## src/rtl/mult_pipe_hs.sv

```systemverilog
// Pipelined A x B multiplier with per-operand signedness and a valid/ready handshake on both sides.
// Optional macro MULT_APPROX_TRUNC_EN clears the TRUNC_BITS LSBs of A for transactions flagged i_approx.
module mult_pipe_hs #(
  parameter int A_W        = 8,
  parameter int B_W        = 8,
  parameter int LAT        = 2,
  parameter int TRUNC_BITS = 2
) (
  input  logic                 i_clk,
  input  logic                 i_rst,
  input  logic                 i_valid,
  output logic                 o_ready,
  input  logic [A_W-1:0]       i_a,
  input  logic [B_W-1:0]       i_b,
  input  logic                 i_a_signed,
  input  logic                 i_b_signed,
  input  logic                 i_approx,
  output logic                 o_valid,
  input  logic                 i_ready,
  output logic [A_W+B_W:0]     o_mult
);

  localparam int P_W = A_W + B_W + 1;

  logic                 adv;
  logic [LAT-1:0]       vld_q, vld_d;
  logic [P_W-1:0]       dat_q [LAT];
  logic [P_W-1:0]       dat_d [LAT];

  logic [A_W-1:0]       a_eff;
  logic signed [A_W:0]  a_ext;
  logic signed [B_W:0]  b_ext;
  logic signed [P_W-1:0] prod;

`ifdef MULT_APPROX_TRUNC_EN
  localparam logic [A_W-1:0] TRUNC_MASK = {A_W{1'b1}} << TRUNC_BITS;
  assign a_eff = i_approx ? (i_a & TRUNC_MASK) : i_a;
`else
  logic unused_approx;
  assign unused_approx = i_approx & (TRUNC_BITS >= 0);
  assign a_eff         = i_a;
`endif

  // One extra bit per operand makes a single signed multiply exact for every signedness mix.
  assign a_ext = {i_a_signed & a_eff[A_W-1], a_eff};
  assign b_ext = {i_b_signed & i_b[B_W-1], i_b};
  assign prod  = P_W'(a_ext) * P_W'(b_ext);

  assign adv     = !vld_q[LAT-1] || i_ready;
  assign o_ready = adv;
  assign o_valid = vld_q[LAT-1];
  assign o_mult  = dat_q[LAT-1];

  // Data only loads behind a valid bit, so bubbles leave o_mult at its last product.
  always_comb begin
    vld_d = vld_q;
    for (int i = 0; i < LAT; i++) dat_d[i] = dat_q[i];
    if (adv) begin
      vld_d[0] = i_valid;
      if (i_valid) dat_d[0] = prod;
      for (int i = 1; i < LAT; i++) begin
        vld_d[i] = vld_q[i-1];
        if (vld_q[i-1]) dat_d[i] = dat_q[i-1];
      end
    end
  end

  always_ff @(posedge i_clk) begin
    if (i_rst) begin
      vld_q <= '0;
      for (int i = 0; i < LAT; i++) dat_q[i] <= '0;
    end else begin
      vld_q <= vld_d;
      for (int i = 0; i < LAT; i++) dat_q[i] <= dat_d[i];
    end
  end

endmodule

```

## config.mk

```make
export PLATFORM = sky130hd
export DESIGN_NAME = mult_pipe_hs
export DESIGN_NICKNAME = d
export VERILOG_FILES = /design/src/rtl/mult_pipe_hs.sv
export SDC_FILE = /design/constraint.sdc
export NUM_CORES = 1
export LEC_CHECK = 0
export CORE_MARGIN = 2
export CORE_UTILIZATION = 50
export DETAILED_ROUTE_END_ITERATION = 6
export PLACE_DENSITY_LB_ADDON = 0.3
export SYNTH_ARGS = -nofsm -noshare
export SYNTH_HDL_FRONTEND = slang
export SYNTH_SLANG_ARGS = --single-unit
```

## constraint.sdc

```tcl
create_clock -name i_clk -period 7.7 [get_ports i_clk]
set_input_delay 0.77 -clock i_clk [delete_from_list [all_inputs] [get_ports i_clk]]
set_output_delay 0.77 -clock i_clk [all_outputs]
set_load 0.05 [all_outputs]
```

## Word-level counts from Yosys, hierarchy flattened

Memories as Yosys holds them, arrays and structs flattened.
Cells that the tools add are included.

- Bits in registers: 2
- RAM bits: 34
- Input port bits: 23
- Output and inout bits: 19
- Memories: 1

Memories:

| memory | words | width | read ports | clocked after Yosys merged registers in | write ports | RTL line | text |
|---|---|---|---|---|---|---|---|
| dat_q | 2 | 17 | 2 | 0 | 2 | 27 | `logic [P_W-1:0] dat_q [LAT];` |

- $mul: 1
- Muxes and demuxes: 8
- Bitwise gates (word level): 4
- Reductions and logical operators: 2

Operators with widths:

| kind | count |
|---|---|
| $mux W17 | 4 |
| $mux W34 | 1 |
| $mul A9 B9 Y17 | 1 |
| $mux W1 | 3 |
| $and A1 B1 Y1 | 2 |
| $or A1 B1 Y1 | 2 |
| $logic_not A1 Y1 | 1 |
| $logic_or A1 B1 Y1 | 1 |

## Depth between registers and ports, before layout

Gate-level depths: netlist of the first run.

- Depth after elaboration: 5
- Mapped depth: 19

## Worst setup path after synthesis of the first run

No wires, ideal clock.

- Path kind: input to register
- Start point: input port i_b[7]
- End point: memory dat_q[0][16] (netlist bit)
- Library setup time: 0.117 ns
- Data arrival time: 5.312 ns
- Required time: 7.583 ns
- Setup slack: 2.272 ns
- Stages on the path: 18
- Path buffers: 1
- Cell sequence: clkbuf_1 -> nand2_1 -> or2_2 -> fa_1 -> fa_1 -> inv_1 -> fa_1 -> fa_1 -> inv_1 -> fa_1 -> inv_1 -> ha_1 -> o21ai_1 -> o21ai_1 -> a311oi_2 -> a21oi_2 -> xnor2_1 -> o21ai_1

RTL lines:

| element | RTL line | text |
|---|---|---|
| start: declaration | 14 | `input logic [B_W-1:0] i_b,` |
| end: declaration | 27 |  |

==> results of run 1 <==
per-stage QoR:
stage | hold slack [ns] | std cells | power, uW | worst slack (ns)
3_3_place_gp | 0.444 | 608 | 1070 | 1.40
4_1_cts | 0.458 | 615 | 1230 | 1.59
3_5_place_dp | 0.448 | 608 | 1090 | 1.31
6_report | 0.456 | 615 | 1220 | 1.59
2_1_floorplan | 0.432 | 500 | 928 | 2.27
5_1_grt | 0.470 | 615 | 1390 | 1.28
metal layers:
layer	wire [um]	part of all wire
met1	3580	0.45
met2	4150	0.52
met3	160	0.020
met4	63	0.0079
met5	0	0
layout by cell type (no fill, tap or decap), drive strengths merged:
| master | count |
|---|---|
| nor2b | 2 |
| nand3 | 6 |
| dfxtp | 36 |
| a21boi | 1 |
| nand2b | 1 |
| or3 | 2 |
| a21o | 2 |
| a211oi | 3 |
| nand2 | 92 |
| xnor2 | 12 |
| o21ai | 9 |
| or2 | 4 |
| xor2 | 1 |
| buf | 1 |
| and3 | 1 |
| o211a | 1 |
| nor4b | 2 |
| a311oi | 1 |
| o211ai | 2 |
| o21a | 4 |
| a21oi | 33 |
| and2 | 38 |
| inv | 81 |
| a31o | 1 |
| o311ai | 1 |
| clkdlybuf4s50 | 40 |
| a31oi | 2 |
| nor3b | 1 |
| clkbuf | 7 |
| fa | 67 |
| o31ai | 1 |
| ha | 35 |
| nor3 | 6 |
| o31a | 1 |
| nor2 | 13 |
power by group:
part | total [uW] | internal (uW) | switching (uW) | leakage, uW
registers | 226 | 214 | 12.6 | 0.000294
clock network | 144 | 79.6 | 63.9 | 0.0000503
logic | 850 | 386 | 464 | 0.00185
total | 1220 | 679 | 540 | 0.00219
cell families after synthesis:
kind of cell	after synthesis	share of synthesized area
AOI/OAI and AO/OA	62	0.0894
buffers and inverters	119	0.125
xor gates and xnor gates	13	0.0262
adders and majority gates	102	0.410
DFF	36	0.166
and+or+nand+nor	168	0.183
final timing paths:
path | from | end | slack [ns] | depth (start not counted)
worst max-delay path | i_b[7] | dat_q[0][16] | 1.59 | 18
worst min-delay path | dat_q[0][16] | dat_q[0][33] | 0.46 | 2
worst max register to register | vld_q[1] | dat_q[0][15] | 5.98 | 4
worst min register to register | dat_q[0][16] | dat_q[0][33] | 0.46 | 2
flip-flops by register name, summed over array words and instances, names as in the netlist:
signal and count:
vld_q 2, dat_q 34
layout make-up:
type	count	area [um^2]	area share
Multi-Input combinational cell	345	3080	0.649
Clock buffer	7	96.3	0.0203
Timing Repair Buffer	41	408	0.0861
Inverter	81	304	0.0642
Sequential cell	36	721	0.152
Tap cell	105	131	0.0277
critical path, stage by stage:
cell and delay (ns):
clkdlybuf4s50_1 0.69, nand2_1 0.32, or2_2 0.38, fa_1 0.50, fa_1 0.54, inv_1 0.05
fa_1 0.50, fa_1 0.55, inv_1 0.06, fa_1 0.52, inv_1 0.04, ha_1 0.31
o21ai_1 0.15, o21ai_1 0.15, a311oi_2 0.34, a21oi_2 0.10, xnor2_1 0.21, o21ai_1 0.08
==> metrics.md, run 1 <==
| Metric | Value |
|---|---|
| DIE HEIGHT | 97.2 um |
| Post-Syn Instances | 500 |
| Final setup vio count | 0 |
| # DRC | 0 |
| Global-route wire length before repair | 15.0 mm |
| Port-buffer cells | 40 |
| Distinct cell type count after synthesis | 46 |
| CP Capture Type | flop |
| Total negative slack | 0 ns |
| Syn Nets | between 600 and 700 |
| Status | finished clean |
| Congestion Overflow GR | 0 |
| Power per cell area | roughly 260 nW/um^2 |
| Finished Core Util | 0.571 |
| Die width | ~97 um |
| GR Layer Usage met3 | 0.0259 |
| Critical Path Start Type | input pin |
| Longest Clk Path Bufs | 2 |
| Arrival @ worst endpoint | approximately 6.3 ns |
| Synthesis-stage register bit count | 36 |
| Final net count | roughly 640 |
| Commonest cells post-synth | nand2_1 (91), inv_1 (81), fa_1 (67) |
| Largest net degree at the start of global routing | 38 |
| Synth area leaders | fa_1 (31%), dfxtp_1 (17%), ha_1 (10%) |
| Clock Skews | ~0.0025 ns |
| Starting density of the core | 0.523 |
| Clock Sink Count | 36 |
| Share of the synthesized area in the top cell type | 0.309 |
| Post-CTS Setup Inserts | 0 |
| Slew @ Worst Pin | 0.753 ns |
| RSZ-0062 raised after global routing | no |
| CTS resizes | 0 |
| Max Transition Viols Final | 0 |
| Vias per inst | about 5.1 |
| Crit path kind | in -> reg |
| Final WL | around 8 mm |
| Core area | around 8300 um^2 |
| Fmax | roughly 160 MHz |
| Mean Syn Cell Area | around 8.7 um^2 |
| CTS tree | yes |
| CTS Buf Count | 5 |
| Global Route met1 Usage | 0.231 |
| Detailed placement HPWL | 6.61 mm |
| Final hold violation count | 0 |
| Area grow syn2layout | 9.14% |
| Clk_lat worst skew | about 0.28 ns |
| Area leader, netlist | fa_1 |
| Leak | about 0.0022 uW |
| Max cap viols | 0 |
| Fin crit share | 0.793 |
| Top_reg_cell synth | dfxtp_1 |
| Routed WL per cell | ~13 um |
| RD Place Congestion | slightly above 0.8 |
| Synthesis warning total | 0 |
| Overall Global Routing Usage | 0.188 |
| Layout fillers | 775 |
| Clock Tree Root | clkbuf_8 |
| Drt pass-1 iters | 4 |
| Number of synthesized flops with an enable pin | 0 |
| Number of core rows | 33 |
| Seq/Total Area, Yosys | 0.166 |
| Slew HR | 0.497 |
| Clk pin slew, worst setup/hold paths | about 0.07 ns |
| Design Area, Final | 4740 um^2 |
| H-Tree Depth | 2 |
| CP Max Fanout | 11 |
| Req. time, crit path | 7.87 ns |
| Hold WC Path Type | reg -> reg |
| Via count | 3162 |
| Die ar. | approximately 9400 um^2 |
| Most Crowded Layer GR | met2 |
| Met2 Resource Use GR | 0.354 |
| ANT cells | 0 |
| Antenna-violating nets left | 0 |
| Syn Std Cell Area | 4340 um^2 |
| Dpl cell area | ~4600 um^2 |
| Io pins | 42 |
| FFs w/ async S/R, synth | 0 |
| Maximum VDD drop | about 0.17 mV |
| Top-count cell post-synth | nand2_1 |
| Starting DRT DRC Count | 81 |
| Vias in the first global route | approximately 3500 |
| Hold Buf Count CTS | 0 |
| Share of cells above drive strength 1 | 0.0431 |
| Fin crit period | 6.11 ns |
| Initial antenna violation count | 0 |
Power figures use the tool's default switching activity.
==> inputs of run 2 (changes only) <==
==> constraint.sdc (replaced) <==
create_clock -name i_clk -period 5.44 [get_ports i_clk]
set_input_delay 0.544 -clock i_clk [delete_from_list [all_inputs] [get_ports i_clk]]
set_output_delay 0.544 -clock i_clk [all_outputs]
set_load 0.05 [all_outputs]
==> metrics.md, run 2 (same netlist as run 1, synthesis figures left out) <==
| Metric | Value |
|---|---|
| Largest net degree at the start of global routing | 38 (unchanged) |
| Global-route wire length before repair | 15.6 mm (was 15.0 mm) |
| Initial antenna violation count | 0 (unchanged) |
| Number of core rows | 33 (unchanged) |
| Die ar. | 9440 um^2 (unchanged) |
| Drt pass-1 iters | 4 (unchanged) |
| Congestion Overflow GR | 0 (unchanged) |
| Top Registers | dat_q: 34 flops, vld_q: 2 flops (unchanged) |
| Max cap viols | 0 (unchanged) |
| Req. time, crit path | 5.61 ns (was 7.87 ns) |
| Overall Global Routing Usage | 0.198 (was 0.188) |
| Leak | 0.00233 uW (was 0.00219 uW) |
| # DRC | 0 (unchanged) |
| CP max stage delay | 0.55 ns (was 0.69 ns) |
| Vias in the first global route | 3601 (was 3456) |
| Max reg flops | 34 (unchanged) |
| Clock Sink Count | 36 (unchanged) |
| Vias per inst | 5.14 (about the same) |
| Crit-path most repeated cell | fa_1 (unchanged) |
| Layout fillers | 754 (was 775) |
| Max Transition Viols Final | 0 (unchanged) |
| Antenna-violating nets left | 0 (unchanged) |
| ANT cells | 0 (unchanged) |
| Critical R2R Launch | vld_q[1] (unchanged) |
| Slew @ Worst Pin | 0.740 ns (was 0.753 ns) |
| Hold Buf Count CTS | 0 (unchanged) |
| Finished Core Util | 0.598 (was 0.571) |
| Clk pin slew, worst setup/hold paths | 0.07 ns (about the same) |
| CP Max Fanout | 3 (was 11) |
| Fin crit share | 0.950 |
| CTS tree | yes (unchanged) |
| Hold WC Path Type | reg -> reg (unchanged) |
| Fin crit period | approximately 5.2 ns |
| RD Place Congestion | 0.841 (was 0.816) |
| Detailed placement HPWL | 7.11 mm (was 6.61 mm) |
| Power per cell area | 371 nW/um^2 (was 258 nW/um^2) |
| Worst setup startpoint | i_b_signed (was i_b[7]) |
| Inst Count DP | 637 (was 608) |
| Core area | 8300 um^2 (unchanged) |
| Maximum VDD drop | 0.269 mV (was 0.167 mV) |
| Via count | 3311 (was 3162) |
| Starting density of the core | 0.523 (unchanged) |
| Clock Tree Root | clkbuf_8 (unchanged) |
| Most frequent cells in the layout | nand2_1 (91), inv_1 (81), fa_1 (67) (unchanged) |
| Arrival @ worst endpoint | 5.34 ns (was 6.28 ns) |
| Multi-input logic area | 3090 um^2 (was 3080 um^2) |
| Fin cells | 644 (was 615) |
| WP buf/inv | 4 (unchanged) |
| Slew HR | 0.505 (was 0.497) |
| Final WL | 8.35 mm (was 7.96 mm) |
| Reg with most FFs | dat_q (unchanged) |
| Clock Skews | 0.00482 ns (was 0.00249 ns) |
| Total power | 1840 uW (was 1220 uW) |
| Total negative slack | 0 ns (unchanged) |
| FF+latch area | 721 um^2 (unchanged) |
| Routed WL per cell | 13.0 um (was 12.9 um) |
| Io pins | 42 (unchanged) |
| Area grow syn2layout | 14.4% (was 9.14%) |
| Critical Path Start Type | input pin (unchanged) |
| Longest Clk Path Bufs | 2 (unchanged) |
| Most common cell after layout, fill and taps aside | nand2_1 (unchanged) |
| Status | finished clean (unchanged) |
| Port-buffer cells | 40 (unchanged) |
| Critical-path top delay cell | fa_1 (was clkdlybuf4s50_1) |
| Clk_lat worst skew | 0.28 ns (about the same) |
| Final hold violation count | 0 (unchanged) |
| H-Tree Depth | 2 (unchanged) |
| Final net count | 664 (was 635) |
| CP Cell Sequence | clkdlybuf4s50_1 -> nand2_1 -> or2_2 -> fa_1 -> fa_1 -> inv_1 -> fa_1 -> fa_1 -> inv_1 -> fa_1 -> inv_1 -> ha_1 -> o21ai_2 -> o21ai_2 -> a311oi_2 -> a21oi_2 -> xnor2_1 -> o21ai_1 (was clkdlybuf4s50_1 -> nand2_1 -> or2_2 -> fa_1 -> fa_1 -> inv_1 -> fa_1 -> fa_1 -> inv_1 -> fa_1 -> inv_1 -> ha_1 -> o21ai_1 -> o21ai_1 -> a311oi_2 -> a21oi_2 -> xnor2_1 -> o21ai_1) |
| RSZ-0062 raised after global routing | no (unchanged) |
| CTS Buf Count | 5 (unchanged) |
| Dpl ws | -0.129 ns (was 1.31 ns) |
| Starting DRT DRC Count | 81 (unchanged) |
| Hold_sp | dat_q[0][4] (was dat_q[0][16]) |
| Crit path max-delay family | adder cells (unchanged) |
| Crit path kind | in -> reg (unchanged) |
| Fmax | ~190 MHz |
| Post-CTS Setup Inserts | 0 (unchanged) |
| CP Capture Type | flop (unchanged) |
| Die width | 97.2 um (unchanged) |
| CTS resizes | 0 (unchanged) |
| Share of cells above drive strength 1 | 0.100 (was 0.0431) |
| Final setup vio count | 0 (unchanged) |
| Final worst slack | 0.270 ns (was 1.59 ns) |
| DIE HEIGHT | 97.2 um (unchanged) |
run 2: routing by layer:
layer	routed length, um	up-vias	share of wire	global-route usage
met3	350	12	0.042	0.0302
met5	0	-	0	0
met2	4350	55	0.52	0.356
li1	-	1602	-	-
met1	3580	1642	0.43	0.256
met4	65	0	0.0078	0.0293
run 2: layout make-up:
| cell class | instances | share of cell area |
|---|---|---|
| timing repair buffer | 70 | 0.126 |
| tap | 105 | 0.0265 |
| inverter | 81 | 0.0612 |
| clock buffer | 7 | 0.0194 |
| multi-input combinational | 345 | 0.622 |
| sequential | 36 | 0.145 |
run 2: stage by stage:
step                      hold WS, ns  instance area (um^2)
after CTS                       0.455                  4950
after floorplan                 0.432                  4340
after global routing            0.467                  4970
after global placement          0.443                  4860
after detailed placement        0.446                  4860
final                           0.453                  4970
run 2: final timing paths:
path,to,depth (start not counted),slack (ns)
worst max-delay path,dat_q[0][16],18,0.27
worst min-delay path,dat_q[0][21],2,0.45
worst min register to register,dat_q[0][21],2,0.45
worst max register to register,dat_q[0][15],5,3.67
run 2: worst reg2reg max path, stage by stage, from the launching register on:
cell      delay, ns
dfxtp_1        0.31
nand2b_1       0.16
nand2_1        0.47
nor4b_1        0.50
o211ai_1       0.14
o211ai_1       0.11
run 2: report_power, final:
part | internal [uW] | total (uW) | leakage [uW] | switching (uW)
clock network | 113 | 201 | 0.0000503 | 88.8
logic | 629 | 1320 | 0.00199 | 690
registers | 303 | 321 | 0.000294 | 18.4
total | 1040 | 1840 | 0.00233 | 797
==> inputs of run 3 (changes only) <==
--- a/config.mk
+++ b/config.mk
@@ -9,6 +9,7 @@
 export CORE_UTILIZATION = 50
 export DETAILED_ROUTE_END_ITERATION = 6
 export PLACE_DENSITY_LB_ADDON = 0.3
+export SKIP_CTS_REPAIR_TIMING = 1
 export SYNTH_ARGS = -nofsm -noshare
 export SYNTH_HDL_FRONTEND = slang
 export SYNTH_SLANG_ARGS = --single-unit
==> results of run 3 <==
No change in the layout: final DEF, timing and power equal those of run 2.
